--- config.mk ---
export PLATFORM = sky130hd
export DESIGN_NAME = branch_unit
export DESIGN_NICKNAME = d
export VERILOG_FILES = /design/src/rtl/core_pkg.sv /design/src/rtl/branch_cmp.sv /design/src/rtl/branch_unit.sv
export SDC_FILE = /design/constraint.sdc
export NUM_CORES = 1
export LEC_CHECK = 0
export CAP_MARGIN = 20
export CORE_MARGIN = 3
export CORE_UTILIZATION = 25
export CTS_CLUSTER_DIAMETER = 150
export DETAILED_ROUTE_END_ITERATION = 10
export GPL_TIMING_DRIVEN = 0
export PLACE_DENSITY = 0.49
export SLEW_MARGIN = 20
export SYNTH_ARGS = -nofsm -noshare
export SYNTH_HDL_FRONTEND = slang
export SYNTH_HIERARCHICAL = 1
export SYNTH_SLANG_ARGS = --single-unit
export TNS_END_PERCENT = 1
--- constraint.sdc ---
create_clock -name clk_i -period 10.1 [get_ports clk_i]
set_input_delay 2.02 -clock clk_i [delete_from_list [all_inputs] [get_ports clk_i]]
set_output_delay 2.02 -clock clk_i [all_outputs]
set_load 0.005 [all_outputs]
--- src/rtl/core_pkg.sv ---
`default_nettype none
// ============================================================================
// Module   : core_pkg
// Brief    : Shared core types and constants.
//            Holds the branch opcode enum and the sequential PC increment.
// Revision : 1.0 - initial release
// ============================================================================
package core_pkg;

  // Branch opcodes, encoded with the RISC-V funct3 values. Codes 010 and 011
  // are intentionally absent; they are illegal.
  typedef enum logic [2:0] {
    BEQ  = 3'b000,
    BNE  = 3'b001,
    BLT  = 3'b100,
    BGE  = 3'b101,
    BLTU = 3'b110,
    BGEU = 3'b111
  } branch_op_t;

  // Fall-through distance for a not-taken branch.
  localparam logic [31:0] PC_INC = 32'd4;

endpackage
`default_nettype wire

--- src/rtl/branch_cmp.sv ---
`default_nettype none
// ============================================================================
// Module   : branch_cmp
// Brief    : Combinational branch comparator. Derives the flags from
//            rs1 - rs2 and selects the branch condition.
// Revision : 1.0 - initial release
// ============================================================================
module branch_cmp
  import core_pkg::*;
#(
  parameter int XLEN = 32
) (
  input  logic [XLEN-1:0] i_rs1,
  input  logic [XLEN-1:0] i_rs2,
  input  logic [2:0]      i_op,
  output logic            o_taken
);

  logic [XLEN:0] w_diff;
  logic          w_zero;
  logic          w_neg;
  logic          w_ovf;
  logic          w_borrow;
  logic          w_lt_s;
  logic          w_lt_u;

  // The extra top bit of the subtraction is the unsigned borrow.
  assign w_diff   = {1'b0, i_rs1} - {1'b0, i_rs2};
  assign w_zero   = (w_diff[XLEN-1:0] == '0);
  assign w_neg    = w_diff[XLEN-1];
  assign w_borrow = w_diff[XLEN];
  assign w_ovf    = (i_rs1[XLEN-1] != i_rs2[XLEN-1]) && (w_diff[XLEN-1] != i_rs1[XLEN-1]);
  assign w_lt_s   = w_neg ^ w_ovf;
  assign w_lt_u   = w_borrow;

  // Condition select; illegal opcodes resolve not-taken.
  always_comb begin
    o_taken = 1'b0;
    case (i_op)
      BEQ:     o_taken = w_zero;
      BNE:     o_taken = !w_zero;
      BLT:     o_taken = w_lt_s;
      BGE:     o_taken = !w_lt_s;
      BLTU:    o_taken = w_lt_u;
      BGEU:    o_taken = !w_lt_u;
      default: o_taken = 1'b0;
    endcase
  end

endmodule
`default_nettype wire

--- src/rtl/branch_unit.sv ---
`default_nettype none
// ============================================================================
// Module   : branch_unit
// Brief    : Two-stage branch resolution unit. S1 captures the issued
//            branch, S2 holds the resolved direction, next PC and
//            mispredict flag. Valid/ready on both sides, with flush.
// Revision : 1.0 - initial release
// ============================================================================
module branch_unit
  import core_pkg::*;
#(
  parameter int TAG_W = 6,
  parameter int XLEN  = 32
) (
  input  logic             clk_i,
  input  logic             rst_ni,
  input  logic             flush_i,
  input  logic             in_valid_i,
  output logic             in_ready_o,
  input  logic [2:0]       in_op_i,
  input  logic [XLEN-1:0]  in_rs1_i,
  input  logic [XLEN-1:0]  in_rs2_i,
  input  logic [XLEN-1:0]  in_pc_i,
  input  logic [XLEN-1:0]  in_imm_i,
  input  logic             in_pred_taken_i,
  input  logic [XLEN-1:0]  in_pred_target_i,
  input  logic [TAG_W-1:0] in_tag_i,
  output logic             out_valid_o,
  input  logic             out_ready_i,
  output logic             out_taken_o,
  output logic [XLEN-1:0]  out_next_pc_o,
  output logic             out_mispredict_o,
  output logic [TAG_W-1:0] out_tag_o
);

  // S1: captured issue
  logic             r_s1_valid;
  logic [2:0]       r_s1_op;
  logic [XLEN-1:0]  r_s1_rs1;
  logic [XLEN-1:0]  r_s1_rs2;
  logic [XLEN-1:0]  r_s1_pc;
  logic [XLEN-1:0]  r_s1_imm;
  logic             r_s1_pred_taken;
  logic [XLEN-1:0]  r_s1_pred_target;
  logic [TAG_W-1:0] r_s1_tag;

  // S2: resolution
  logic             r_s2_valid;
  logic             r_s2_taken;
  logic [XLEN-1:0]  r_s2_next_pc;
  logic             r_s2_mispredict;
  logic [TAG_W-1:0] r_s2_tag;

  logic             w_s2_free;
  logic             w_s1_advance;
  logic             w_in_fire;
  logic             w_taken;
  logic [XLEN-1:0]  w_next_pc;
  logic             w_mispredict;

  // S2 can take a new entry when it is empty or being drained this cycle.
  assign w_s2_free    = !r_s2_valid || out_ready_i;
  assign w_s1_advance = r_s1_valid && w_s2_free;
  assign in_ready_o   = !r_s1_valid || w_s1_advance;
  assign w_in_fire    = in_valid_i && in_ready_o;

  branch_cmp #(
    .XLEN (XLEN)
  ) u_cmp (
    .i_rs1   (r_s1_rs1),
    .i_rs2   (r_s1_rs2),
    .i_op    (r_s1_op),
    .o_taken (w_taken)
  );

  assign w_next_pc    = r_s1_pc + (w_taken ? r_s1_imm : PC_INC[XLEN-1:0]);
  assign w_mispredict = (w_taken != r_s1_pred_taken) || (w_next_pc != r_s1_pred_target);

  // Stage valids: async reset, flush kills both stages and any concurrent issue.
  always_ff @(posedge clk_i or negedge rst_ni) begin
    if (!rst_ni) begin
      r_s1_valid <= 1'b0;
      r_s2_valid <= 1'b0;
    end else if (flush_i) begin
      r_s1_valid <= 1'b0;
      r_s2_valid <= 1'b0;
    end else begin
      if (in_ready_o) r_s1_valid <= in_valid_i;
      if (w_s2_free)  r_s2_valid <= r_s1_valid;
    end
  end

  // S1 payload capture on an accepted issue; contents are don't-care when invalid.
  always_ff @(posedge clk_i) begin
    if (w_in_fire) begin
      r_s1_op          <= in_op_i;
      r_s1_rs1         <= in_rs1_i;
      r_s1_rs2         <= in_rs2_i;
      r_s1_pc          <= in_pc_i;
      r_s1_imm         <= in_imm_i;
      r_s1_pred_taken  <= in_pred_taken_i;
      r_s1_pred_target <= in_pred_target_i;
      r_s1_tag         <= in_tag_i;
    end
  end

  // S2 payload loads only when S1 advances, so it stays frozen while stalled.
  always_ff @(posedge clk_i or negedge rst_ni) begin
    if (!rst_ni) begin
      r_s2_taken      <= 1'b0;
      r_s2_next_pc    <= '0;
      r_s2_mispredict <= 1'b0;
      r_s2_tag        <= '0;
    end else if (w_s1_advance) begin
      r_s2_taken      <= w_taken;
      r_s2_next_pc    <= w_next_pc;
      r_s2_mispredict <= w_mispredict;
      r_s2_tag        <= r_s1_tag;
    end
  end

  assign out_valid_o      = r_s2_valid;
  assign out_taken_o      = r_s2_taken;
  assign out_next_pc_o    = r_s2_next_pc;
  assign out_mispredict_o = r_s2_mispredict;
  assign out_tag_o        = r_s2_tag;

endmodule
`default_nettype wire

Yosys cells after proc, flatten, opt, wreduce, memory -nomap -nowiden
Cells that the tools add are included.

Mux-type cells: 6. Multipliers: 0. Eq/ne operators: 9. Shifts and indexed selects: 0. Div/mod/pow operators: 0. Bitwise gates (word level): 1. Reduce and logical (&&, ||, !) cells: 15. Order comparisons: 0. Add/sub/neg operators: 2.

Operators by type and width (count): subtractor 32 x 32 -> 33 bit (1); adder 32 bit (1); zero test 32 bit (1); 2-to-1 mux 32 bit (1); != test 32 bit (1); == test 3 bit (second input constant) (4); case mux 1 bit (6 select lines) (1); zero test 1 bit (5); 2-to-1 mux 1 bit (4); nonzero test 2 bit (2); == test 3 x 1 -> 1 bit (second input constant) (1); logical AND 1 bit (3); zero test 3 bit (1); logical OR 1 bit (3); != test 1 bit (3); bitwise XOR 1 bit (1).

Memory bits (writable): 0. Latch bits: 0. Flip-flop bits (word level): 212. Memories kept: 0. Bits of input ports: 175. ROM bits: 0.

Longest topological paths before layout
Word-level depth: 10. Depth in mapped cells: 38.

Hierarchy
The synthesis kept the hierarchy.

By module, submodules not included: branch_unit (cells an instance 653, area an instance 9142.5 um2, sequential area each 6155.9 um2, instances 1); branch_cmp (cells an instance 379, area an instance 2558.7 um2, sequential area each 0.0 um2, instances 1).

Worst setup path before layout
OpenSTA, ideal clock, no wires.

Kind: register to register. Start: register r_s1_rs2[1]. End: register r_s2_mispredict, in the netlist out_mispredict_o. Period minus slack after synthesis: 7.584 ns. Path slack: 2.516 ns. Data arrival time: 7.445 ns. Library setup time: 0.139 ns. Cell stages (with the launch flop): 38. Path buffers: 1. Cells stage by stage: edfxtp_1 -> inv_1 -> ha_1 -> nor2b_1 -> o2111ai_1 -> a211oi_2 -> o2111ai_2 -> nand2_1 -> a211oi_1 -> o21bai_1 -> a21oi_1 -> o21bai_1 -> a21oi_1 -> fa_1 -> nand3_1 -> a21oi_1 -> o2111ai_1 -> nor4_1 -> [2 not listed] -> nand4_1 -> nor4_2 -> mux2i_1 -> o211ai_1 -> clkbuf_1 -> and2_1 -> ha_1 -> fa_1 -> a21o_1 -> a21oi_2 -> o221a_2 -> o21ai_1 -> a221oi_2 -> mux2_2 -> a221o_1 -> nor4_1 -> and4_1 -> a41oi_1.

Cells in the longest elaborated chain, start to end: 10.

Ends and longest elaborated chain: start, declared (RTL line branch_unit.sv:40) `logic [XLEN-1:0] r_s1_rs2;`; start signal, assigned (RTL line branch_unit.sv:98) `r_s1_rs2 <= in_rs2_i;`; subtractor 32 x 32 -> 33 bit (*) (RTL line branch_cmp.sv:28) `assign w_diff = {1'b0, i_rs1} - {1'b0, i_rs2};`; != test 1 bit (RTL line branch_cmp.sv:32) `assign w_ovf = (i_rs1[XLEN-1] != i_rs2[XLEN-1]) && (w_diff[XLEN-1] != i_rs1[XLEN-1]);`; logical AND 1 bit (RTL line branch_cmp.sv:32); bitwise XOR 1 bit (RTL line branch_cmp.sv:33) `assign w_lt_s = w_neg ^ w_ovf;`; zero test 1 bit (RTL line branch_cmp.sv:43) `BGE: o_taken = !w_lt_s;`; case mux 1 bit (6 select lines) (*) (RTL line branch_cmp.sv:39) `case (i_op)`; named net w_taken (RTL line branch_unit.sv:57) `logic w_taken;`; 2-to-1 mux 32 bit (RTL line branch_unit.sv:76) `assign w_next_pc = r_s1_pc + (w_taken ? r_s1_imm : PC_INC[XLEN-1:0]);`; adder 32 bit (RTL line branch_unit.sv:76); != test 32 bit (RTL line branch_unit.sv:77) `assign w_mispredict = (w_taken != r_s1_pred_taken) || (w_next_pc != r_s1_pred_target);`; logical OR 1 bit (*) (RTL line branch_unit.sv:77); end signal, assigned (RTL line branch_unit.sv:117) `r_s2_mispredict <= w_mispredict;`; end, declared (RTL line branch_unit.sv:51) `logic r_s2_mispredict;`.

Mark *: on every way through the listed nets, which the timed path passes. The rest lies on a longest branch. A chain may end at the register's enable or synchronous reset.

Worst setup path in the final report
Same ends and word-level chain as after synthesis.

==> metrics <==
Synth top area share 0.436; Synth Warn # 6; Seq/Total Area, Yosys 0.526; dominant combinational cell family by area after synthesis compound AO/OA/AOI/OAI gates; number of global-route vias before repair 9,260; total nets after synthesis 1,274; Final WS setup 0.652 ns; number of max-cap violations 0; final WL 36,100 um; r2r worst-path depth 38; Critical Path RT 10.53 ns; Mapped Cells 1,032; Reg2Reg Setup Slack 0.65 ns; status completed; die area 49,400 sq um; Post-synth EDFFs 170; H-tree depth 1; crit end category flop; slew margin rel. 0.385; setup tns final 0 ns; Max Freq 106 MHz; Port Buffers 216; utilization after layout 0.342; clock sinks 212; Critical Path Max Stage Delay 0.56 ns; Tcrit/Tclk final 0.935; Pre-Repair DR Iteration Count 4; fraction of layout cells with a size suffix above 1 0.0906; post-synthesis mux area share 0.0225; Seq cells post-synth 212; Synth top cells by count edfxtp_1, nand2_1, ha_1; Max Clock Skew 0.0232 ns; Synth cell types 85; Die Wd 222 um; power per cell area 173 nW/um^2; clock-pin slew on the worst setup and hold paths 0.06 ns; fin. max-slew vios 0; RSZ-0062 raised after global routing no; GRT Util Overall 0.142; Synth area leader edfxtp_1; Most Frequent Cell on Critical Path a21oi_1; worst skew pair latency 0.57 ns; crit path kind flop to flop; I/O pins 217; top-count cell post-synth edfxtp_1; number of cell rows 78; initial core utilization 0.256; vias per inst 4.72; Nets 1,525; WHS 0.479 ns; drt wl/cell 19.0 um; Synth Flop Type edfxtp_1; initial antenna violation count 1; placed wire-length estimate 28,200 um; Root Buffer clkbuf_16; peak supply drop 134 uV; Place WS -0.324 ns; Hold Crit Depth 2; Least-Margin Pin Slew 0.900 ns; critical path arrival 9.88 ns; dominant cells by area after synthesis edfxtp_1, dfrtp_1, ha_1, nand2_1, a21oi_1; drt drc 0; GP Congestion 0.838; simple logic cell fraction of the synthesized area 0.132; ant diodes 0; worst-path fanout max 10; ys async rst share 0.198; number of buffers created by CTS 26; first-pass GRT wire length 54,900 um; global route overflow 0; Hold Path Class flop to flop; synthesized area 11,700 sq um; CTS max path bufs 3; syn_area_per_cell 11.3 sq um; DRT iter0 DRCs 583; Crit-path slowest cell fa_1; via count 8,979; Layout area overhead 33.8%; Power Total 0.00270 W; hold buffer count at CTS 0; pin count of the biggest net entering global routing 48; Synth Area in Compound Gates 0.163; Die Ht 222 um; Synth Area in Adders 0.0736; CTS tree done; fin crit period 9.45 ns; antenna-violating nets left 0; Finish-stage setup viols 0; Startpoint Class flop; core area 45,800 sq um; final hold vios 0; LEAKAGE 5.96 nW; Synth Area in XOR/XNOR 0.0510
per-stage QoR:
step | cells | instance area, sq um
after CTS | 1899 | 15600
after global routing | 1902 | 15700
after global placement | 1848 | 14600
final | 1902 | 15700
after detailed placement | 1852 | 14700
after floorplan | 1032 | 11700
cell usage in the layout (no fill, tap or decap), types with 18 or more instances in the layout:
master / instances
nor3_1: 20
a21o_1: 23
dfrtp_1: 42
nand2_1: 92
clkbuf_1: 25
clkbuf_16: 26
mux2_2: 18
o21a_1: 18
edfxtp_1: 170
nor2_1: 46
a21oi_1: 63
and2_1: 32
clkdlybuf4s50_1: 215
xor2_1: 35
xnor2_1: 28
o21ai_0: 59
inv_1: 49
ha_1: 64
layout make-up:
type | instances | area (sq um)
Clock buffer | 27 | 654
Timing Repair Buffer | 223 | 2270
Fill cell | 4614 | 30100
Sequential cell | 212 | 6160
Multi-Input combinational cell | 729 | 5210
Inverter | 49 | 184
Tap cell | 600 | 751
Buffer | 42 | 199
Clock inverter | 20 | 221
sequential cells by signal (all words and copies together) (netlist names), 3 cells and up:
name and flops:
out_next_pc_o 32, r_s1_imm 32, r_s1_pc 32, r_s1_pred_target 32, r_s1_rs1 32, r_s1_rs2 32, out_tag_o 6, r_s1_tag 6
r_s1_op 3
worst paths after layout:
| kind | startpoint | to |
|---|---|---|
| max | r_s1_rs2[1] | out_mispredict_o |
| min | out_next_pc_o[8] | out_next_pc_o[8] |
| max reg2reg | r_s1_rs2[1] | out_mispredict_o |
| min reg2reg | out_next_pc_o[8] | out_next_pc_o[8] |
| max in group asynchronous | rst_ni | out_next_pc_o[16] |
| min in group asynchronous | rst_ni | out_next_pc_o[0] |
cells by family (layout without fill, tap and decap cells):
kind of cell	after synthesis	after routing
simple gates	296	296
mux	24	24
flops	212	212
compound gates	277	277
fa+ha+maj	67	67
buf+inv	91	361
xor+xnor	65	65
worst max-delay path, delay by kind of cell (launching register included):
kind	cells	cell delay [ns]
AOI/OAI and AO/OA	19	4.04
adders and majority gates	4	1.43
buffers and inverters	3	0.50
DFF	1	0.45
muxes	2	0.62
and+or+nand+nor	10	2.25
power by group:
group,switching (W),internal [W]
Clock,0.000396,0.000553
Sequential,0.0000414,0.00103
Combinational,0.000359,0.000321
Total,0.000796,0.00191
per-layer routing:
metal  vias to the layer above  part of all wire  track usage
li1                       4387                 -            -
met1                      4297              0.42        0.171
met2                       245              0.50        0.257
met3                        48             0.054       0.0320
met4                         2             0.025       0.0330
met5                         -           0.00028            0
what timing repair did:
item,CTS,global route
buffers inserted,0,3
gates resized for setup,7,1
pin swaps,0,2
endpoints found under the setup margin,1,1
Power figures use the tool's default switching activity.
